**src/rtl/fetch_queue_pkg.sv**
```systemverilog
// Shared widths and entry layout for the fetch stage and its queue.
// An entry packs the instruction in [31:0] and its PC in [63:32].
package fetch_queue_pkg;
  localparam int          XLEN        = 32;
  localparam int          ENTRY_W     = 2 * XLEN;
  localparam logic [31:0] PC_STEP_DEF = 32'd4;

  typedef struct packed {
    logic [XLEN-1:0] pc;
    logic [XLEN-1:0] instr;
  } entry_t;

  function automatic entry_t pack_entry(input logic [XLEN-1:0] instr,
                                        input logic [XLEN-1:0] pc);
    entry_t e;
    e.pc    = pc;
    e.instr = instr;
    return e;
  endfunction
endpackage

```
**src/rtl/fetch_queue_if.sv**
```systemverilog
// Fetch-to-decode handshake: head entry offered with valid, taken with ready.
interface fetch_queue_if;
  import fetch_queue_pkg::*;
  logic            valid_po;
  logic [XLEN-1:0] instr_po;
  logic [XLEN-1:0] pc_po;
  logic            ready_pi;

  modport master (output valid_po, output instr_po, output pc_po, input ready_pi);
  modport slave  (input valid_po, input instr_po, input pc_po, output ready_pi);
endinterface

```
**src/rtl/fetch_fifo.sv**
```systemverilog
// DEPTH x 64 circular buffer with flush; storage clears on reset so the
// stale head reads as zero until the first write.
module fetch_fifo
  import fetch_queue_pkg::*;
#(
  parameter  int DEPTH = 4,
  localparam int PTR_W = $clog2(DEPTH),
  localparam int CNT_W = $clog2(DEPTH + 1)
) (
  input  logic             clk,
  input  logic             rst,
  input  logic             flush,
  input  logic             push,
  input  logic             pop,
  input  entry_t           wdata,
  output entry_t           rdata,
  output logic [CNT_W-1:0] count
);
  entry_t             mem_q [DEPTH];
  entry_t             mem_d [DEPTH];
  logic [PTR_W-1:0]   wr_ptr_q, wr_ptr_d, rd_ptr_q, rd_ptr_d;
  logic [CNT_W-1:0]   count_q, count_d;

  always_comb begin
    mem_d    = mem_q;
    wr_ptr_d = wr_ptr_q;
    rd_ptr_d = rd_ptr_q;
    count_d  = count_q;
    if (flush) begin
      // storage is left alone; only the bookkeeping resets
      wr_ptr_d = '0;
      rd_ptr_d = '0;
      count_d  = '0;
    end else begin
      if (push) begin
        mem_d[wr_ptr_q] = wdata;
        wr_ptr_d        = wr_ptr_q + PTR_W'(1);
      end
      if (pop) rd_ptr_d = rd_ptr_q + PTR_W'(1);
      if (push && !pop)      count_d = count_q + CNT_W'(1);
      else if (pop && !push) count_d = count_q - CNT_W'(1);
    end
  end

  always_ff @(posedge clk) begin
    if (rst) begin
      for (int i = 0; i < DEPTH; i++) mem_q[i] <= '0;
      wr_ptr_q <= '0;
      rd_ptr_q <= '0;
      count_q  <= '0;
    end else begin
      mem_q    <= mem_d;
      wr_ptr_q <= wr_ptr_d;
      rd_ptr_q <= rd_ptr_d;
      count_q  <= count_d;
    end
  end

  assign rdata = mem_q[rd_ptr_q];
  assign count = count_q;
endmodule

```
**src/rtl/fetch_queue.sv**
```systemverilog
// Instruction fetch stage: owns the PC, captures insMem data into a small
// queue and hands entries to decode; redirects flush, halt stops fetching.
module fetch_queue
  import fetch_queue_pkg::*;
#(
  parameter  int          DEPTH    = 4,
  parameter  logic [31:0] PC_RESET = 32'h0,
  parameter  logic [31:0] PC_STEP  = PC_STEP_DEF,
  localparam int          CNT_W    = $clog2(DEPTH + 1)
) (
  input  logic             clk_pi,
  input  logic             reset_pi,
  input  logic             halt_pi,
  input  logic             isTakenBranch_pi,
  input  logic [XLEN-1:0]  targetPC_pi,
  output logic [XLEN-1:0]  fetchPC_po,
  input  logic [XLEN-1:0]  instruction_pi,
  fetch_queue_if.master    dec,
  output logic [CNT_W-1:0] count_po
);
  localparam logic [CNT_W-1:0] FULL = CNT_W'(DEPTH);

  logic [XLEN-1:0]  fetch_pc_q, fetch_pc_d;
  logic             halted_q, halted_d;
  logic             valid, pop, fetch;
  logic [CNT_W-1:0] count;
  entry_t           head;

  always_comb begin
    valid      = (count != '0) && !isTakenBranch_pi;
    pop        = valid && dec.ready_pi;
    // a full queue can still take a new entry when the head leaves this cycle
    fetch      = !halted_q && !halt_pi && !isTakenBranch_pi && ((count < FULL) || pop);
    halted_d   = halted_q || halt_pi;
    fetch_pc_d = fetch_pc_q;
    if (isTakenBranch_pi) fetch_pc_d = targetPC_pi;
    else if (fetch)       fetch_pc_d = fetch_pc_q + PC_STEP;
  end

  always_ff @(posedge clk_pi) begin
    if (reset_pi) begin
      fetch_pc_q <= PC_RESET;
      halted_q   <= 1'b0;
    end else begin
      fetch_pc_q <= fetch_pc_d;
      halted_q   <= halted_d;
    end
  end

  fetch_fifo #(.DEPTH(DEPTH)) u_fifo (
    .clk   (clk_pi),
    .rst   (reset_pi),
    .flush (isTakenBranch_pi),
    .push  (fetch),
    .pop   (pop),
    .wdata (pack_entry(instruction_pi, fetch_pc_q)),
    .rdata (head),
    .count (count)
  );

  assign fetchPC_po   = fetch_pc_q;
  assign count_po     = count;
  assign dec.valid_po = valid;
  assign dec.instr_po = head.instr;
  assign dec.pc_po    = head.pc;
endmodule

```
**src/flat_wrapper.sv**
```systemverilog
// flat-port wrapper written by rule: the top's interface ports become plain ports
module fetch_queue_flat import fetch_queue_pkg::*;
#(
  parameter  int          DEPTH    = 4,
  parameter  logic [31:0] PC_RESET = 32'h0,
  parameter  logic [31:0] PC_STEP  = PC_STEP_DEF,
  localparam int          CNT_W    = $clog2(DEPTH + 1)
)
  (clk_pi, reset_pi, halt_pi, isTakenBranch_pi, targetPC_pi, fetchPC_po, instruction_pi, count_po, dec_valid_po, dec_instr_po, dec_pc_po, dec_ready_pi);
  fetch_queue_if dec_i ();
  input  logic clk_pi;
  input  logic reset_pi;
  input  logic halt_pi;
  input  logic isTakenBranch_pi;
  input  logic [XLEN-1:0] targetPC_pi;
  output logic [XLEN-1:0] fetchPC_po;
  input  logic [XLEN-1:0] instruction_pi;
  output logic [CNT_W-1:0] count_po;
  output wire logic [$bits(dec_i.valid_po)-1:0] dec_valid_po;
  output wire logic [$bits(dec_i.instr_po)-1:0] dec_instr_po;
  output wire logic [$bits(dec_i.pc_po)-1:0] dec_pc_po;
  input wire logic [$bits(dec_i.ready_pi)-1:0] dec_ready_pi;
  assign dec_valid_po = dec_i.valid_po;
  assign dec_instr_po = dec_i.instr_po;
  assign dec_pc_po = dec_i.pc_po;
  assign dec_i.ready_pi = dec_ready_pi;
  fetch_queue #(.DEPTH(DEPTH), .PC_RESET(PC_RESET), .PC_STEP(PC_STEP)) u_core (.clk_pi(clk_pi), .reset_pi(reset_pi), .halt_pi(halt_pi), .isTakenBranch_pi(isTakenBranch_pi), .targetPC_pi(targetPC_pi), .fetchPC_po(fetchPC_po), .instruction_pi(instruction_pi), .dec(dec_i), .count_po(count_po));
endmodule
```
**config.mk**
```make
export PLATFORM = sky130hd
export DESIGN_NAME = fetch_queue_flat
export DESIGN_NICKNAME = d
export VERILOG_FILES = /design/src/rtl/fetch_queue_pkg.sv /design/src/rtl/fetch_queue_if.sv /design/src/rtl/fetch_fifo.sv /design/src/rtl/fetch_queue.sv /design/src/flat_wrapper.sv
export SDC_FILE = /design/constraint.sdc
export NUM_CORES = 1
export LEC_CHECK = 0
export BUFFER_PORTS_ARGS = -buffer_cell sky130_fd_sc_hd__buf_2
export CAP_MARGIN = 25
export CORE_AREA = 5 5 133 199
export CTS_CLUSTER_SIZE = 40
export DETAILED_ROUTE_END_ITERATION = 6
export DIE_AREA = 0 0 138 204
export PLACE_DENSITY_LB_ADDON = 0.2
export SLEW_MARGIN = 5
export SYNTH_ARGS = -nofsm -noshare
export SYNTH_HDL_FRONTEND = slang
export SYNTH_HIERARCHICAL = 1
export SYNTH_SLANG_ARGS = --single-unit
```
**constraint.sdc**
```tcl
create_clock -name clk_pi -period 2.8 [get_ports clk_pi]
set_input_delay 0.14 -clock clk_pi [delete_from_list [all_inputs] [get_ports clk_pi]]
set_output_delay 0.14 -clock clk_pi [all_outputs]
set_load 0.05 [all_outputs]
```
==> results.cfg <==
[layout]
diodes = 0
final_common_cell = nand2_1
fill_cells = 2161
fin_area_mm2 = 0.0156
stdcell_count = 2020
syn2layout_area_growth_pct = 17.3
layout_common_cells = nand2_1, dfxtp_1, a21oi_1
nets = 1747
layout-drive-gt1-share_pct = 23.0

[clocking]
cts_tree = done
cts_made_buffers = 29
clock_sinks = 296
insertion_delay_ns = 0.54
htree_levels = 1
cts_buffer_depth = 3
cts-root-buf = clkbuf_16
cts_setup_buffers = 0
clkTransAtPathRegs_ns = 0.06

[placement]
port_buffers = 168
hpwl_um = 22400
dp.cells = 1902
placedInstanceArea_mm2 = 0.0141
gp_congestion = 0.898

[pwr]
p_per_area_mw_per_mm2 = 563
seq_power_share_pct = 49.6
p_sw_share_pct = 25.5
vdd_drop_max_v = 0.000455
p_leak_nw = 5.45
combPwrFrac_pct = 8.5
clock_power_share_pct = 42.0
internal_power_mw = 6.55
p_switching_mw = 2.24

[flow_run]
maxCapViolCount = 0

[sta]
fin_crit_sh_pct = 85.8
max_freq_mhz = 416
fin_crit_ns = 2.40
slew_headroom_pct = 46.3
slew_viol_final = 0
tightest_slew_ns = 0.806
rsz0062_at_grt = false
setup_viol = 0
hold_viol = 0
fin_setup_tns_ns = 0
clock_skew_ns = 0.00876

[global_route]
grt_overflow = 0
antenna_found_initial = 0
grt_pass1_wl_um = 59200
grt_use_total_pct = 25.4
grt_max_degree = 118
grt_pass1_vias = 11200

[die]
ios = 169
core_mm2 = 0.0247
start_util_pct = 53.9
row_count = 71
die_w_um = 138
die_area_mm2 = 0.0282
die_height_um = 204

[yosys]
ys_types = 54
ys_seq_area_share_pct = 44.5
ys.flop_type = dfxtp_1
async_flop_share_pct = 0
syn_area_mm2 = 0.0133
synth_area_leader_cell = dfxtp_1
synth_nets = 1563
synth.avg_cell_area_um2 = 8.95
synth_top_area_share_pct = 44.5
synth-seq-cells = 296
synth_cells = 1487
synth_edf_count = 0
synth_area_leaders = dfxtp_1, nand2_1, mux4_2, a21oi_1, a21oi_2
synth_warnings = 6

[critical_path]
critPathKind = register to primary output
worstPathArrival_ns = 2.26
crit_fanout = 25
worst_setup_path_end_kind = primary output
required_ns = 2.66
crit_path_start_kind = register

[routing]
finalWirelength_um = 36900
dr_total_vias = 11400
wl_per_cell_um = 18.2
drt_iter0_drc = 912
first_pass_iters = 5
route.detailed.drc = 0
vias_per_cell = 5.65
ant_nets = 0

[worst_hold_path]
min_path_type = input port to register

[run_status]
status = finished clean
==> synthesized netlist by cell type (8+ instances only) <==
library cell / number
nand2_1: 533
dfxtp_1: 296
a21oi_1: 198
mux4_2: 64
a21oi_2: 59
clkbuf_1: 35
buf_2: 34
nor2_1: 30
buf_8: 23
a311oi_1: 16
nand4_1: 15
inv_1: 12
and4_1: 11
buf_6: 10
nor3_1: 10
nor4_1: 10
buf_4: 9
nand3_1: 8
==> power by group through the flow <==
stage          combinational, mW  clock, mW  sequential, mW
2_1_floorplan              0.348          0            4.54
3_3_place_gp               0.662          0            4.45
3_5_place_dp               0.666          0            4.45
4_1_cts                    0.739       3.75            4.36
5_1_grt                    0.791       3.94            4.37
6_report                   0.744       3.69            4.36
==> routing by layer <==
metal  track usage (%)  routed length, um  vias up
li1                  -                  -     5481
met5                 0                  0        -
met1              31.3              15000     5473
met3              3.09               1950       73
met2              45.7              18700      379
met4              9.07               1250        0
==> state kept, by name, indices dropped and copies added, names as in the netlist <==
register,flops
u_core/u_fifo/mem_q,256
u_core/fetchPC_po,32
u_core/u_fifo/count,3
u_core/u_fifo/rd_ptr_q,2
u_core/u_fifo/wr_ptr_q,2
u_core/halted_q,1
==> through the flow <==
step                      util, %  hold slack [ns]  total power, mW  setup slack, ns
after floorplan                 -            0.276             4.89          0.00544
after global placement       56.9            0.389             5.11            0.566
after CTS                    63.2           0.0741             8.85            0.343
final                        63.2           0.0868             8.79            0.396
after detailed placement     56.9            0.402             5.12            0.517
after global routing         63.2            0.101             9.09            0.316
==> repair_timing <==
action / in CTS / in global routing
hold endpoints to repair: 193 / 0
hold buffers: 66 / 0
gates resized for setup: 0 / 0
==> layout make-up <==
type / count / area, um2 / area share (%)
Clock buffer: 37 / 806 / 5.16
Clock inverter: 15 / 87.6 / 0.561
Inverter: 13 / 48.8 / 0.313
Multi-Input combinational cell: 1057 / 6390 / 40.9
Sequential cell: 296 / 5930 / 38.0
Tap cell: 328 / 410 / 2.63
Timing Repair Buffer: 274 / 1940 / 12.4
==> critical path: stages (launching register included) <==
cell and delay, ns:
dfxtp_4 0.60, buf_12 0.28, mux4_2 0.59, buf_2 0.24
==> path summary, 6_finish.rpt <==
path | startpoint | slack, ns | depth (start not counted) | endpoint
hold reg to reg | u_core/u_fifo/mem_q[43] | 0.45 | 2 | u_core/u_fifo/mem_q[43]
hold / removal | dec_ready_pi | 0.09 | 4 | u_core/u_fifo/rd_ptr_q[0]
setup / recovery | u_core/u_fifo/rd_ptr_q[1] | 0.40 | 3 | dec_pc_po[12]
setup reg to reg | u_core/u_fifo/count[2] | 0.44 | 10 | u_core/u_fifo/count[2]
==> logic make-up after synthesis <==
group,after synthesis,share of synthesized area (%)
buf+inv,134,7.48
flops,296,44.5
mux,68,11.1
xor+xnor,10,0.658
simple gates,657,20.6
fa+ha+maj,7,0.715
compound gates,315,14.9
No activity file was read; power rests on OpenSTA's default activity.
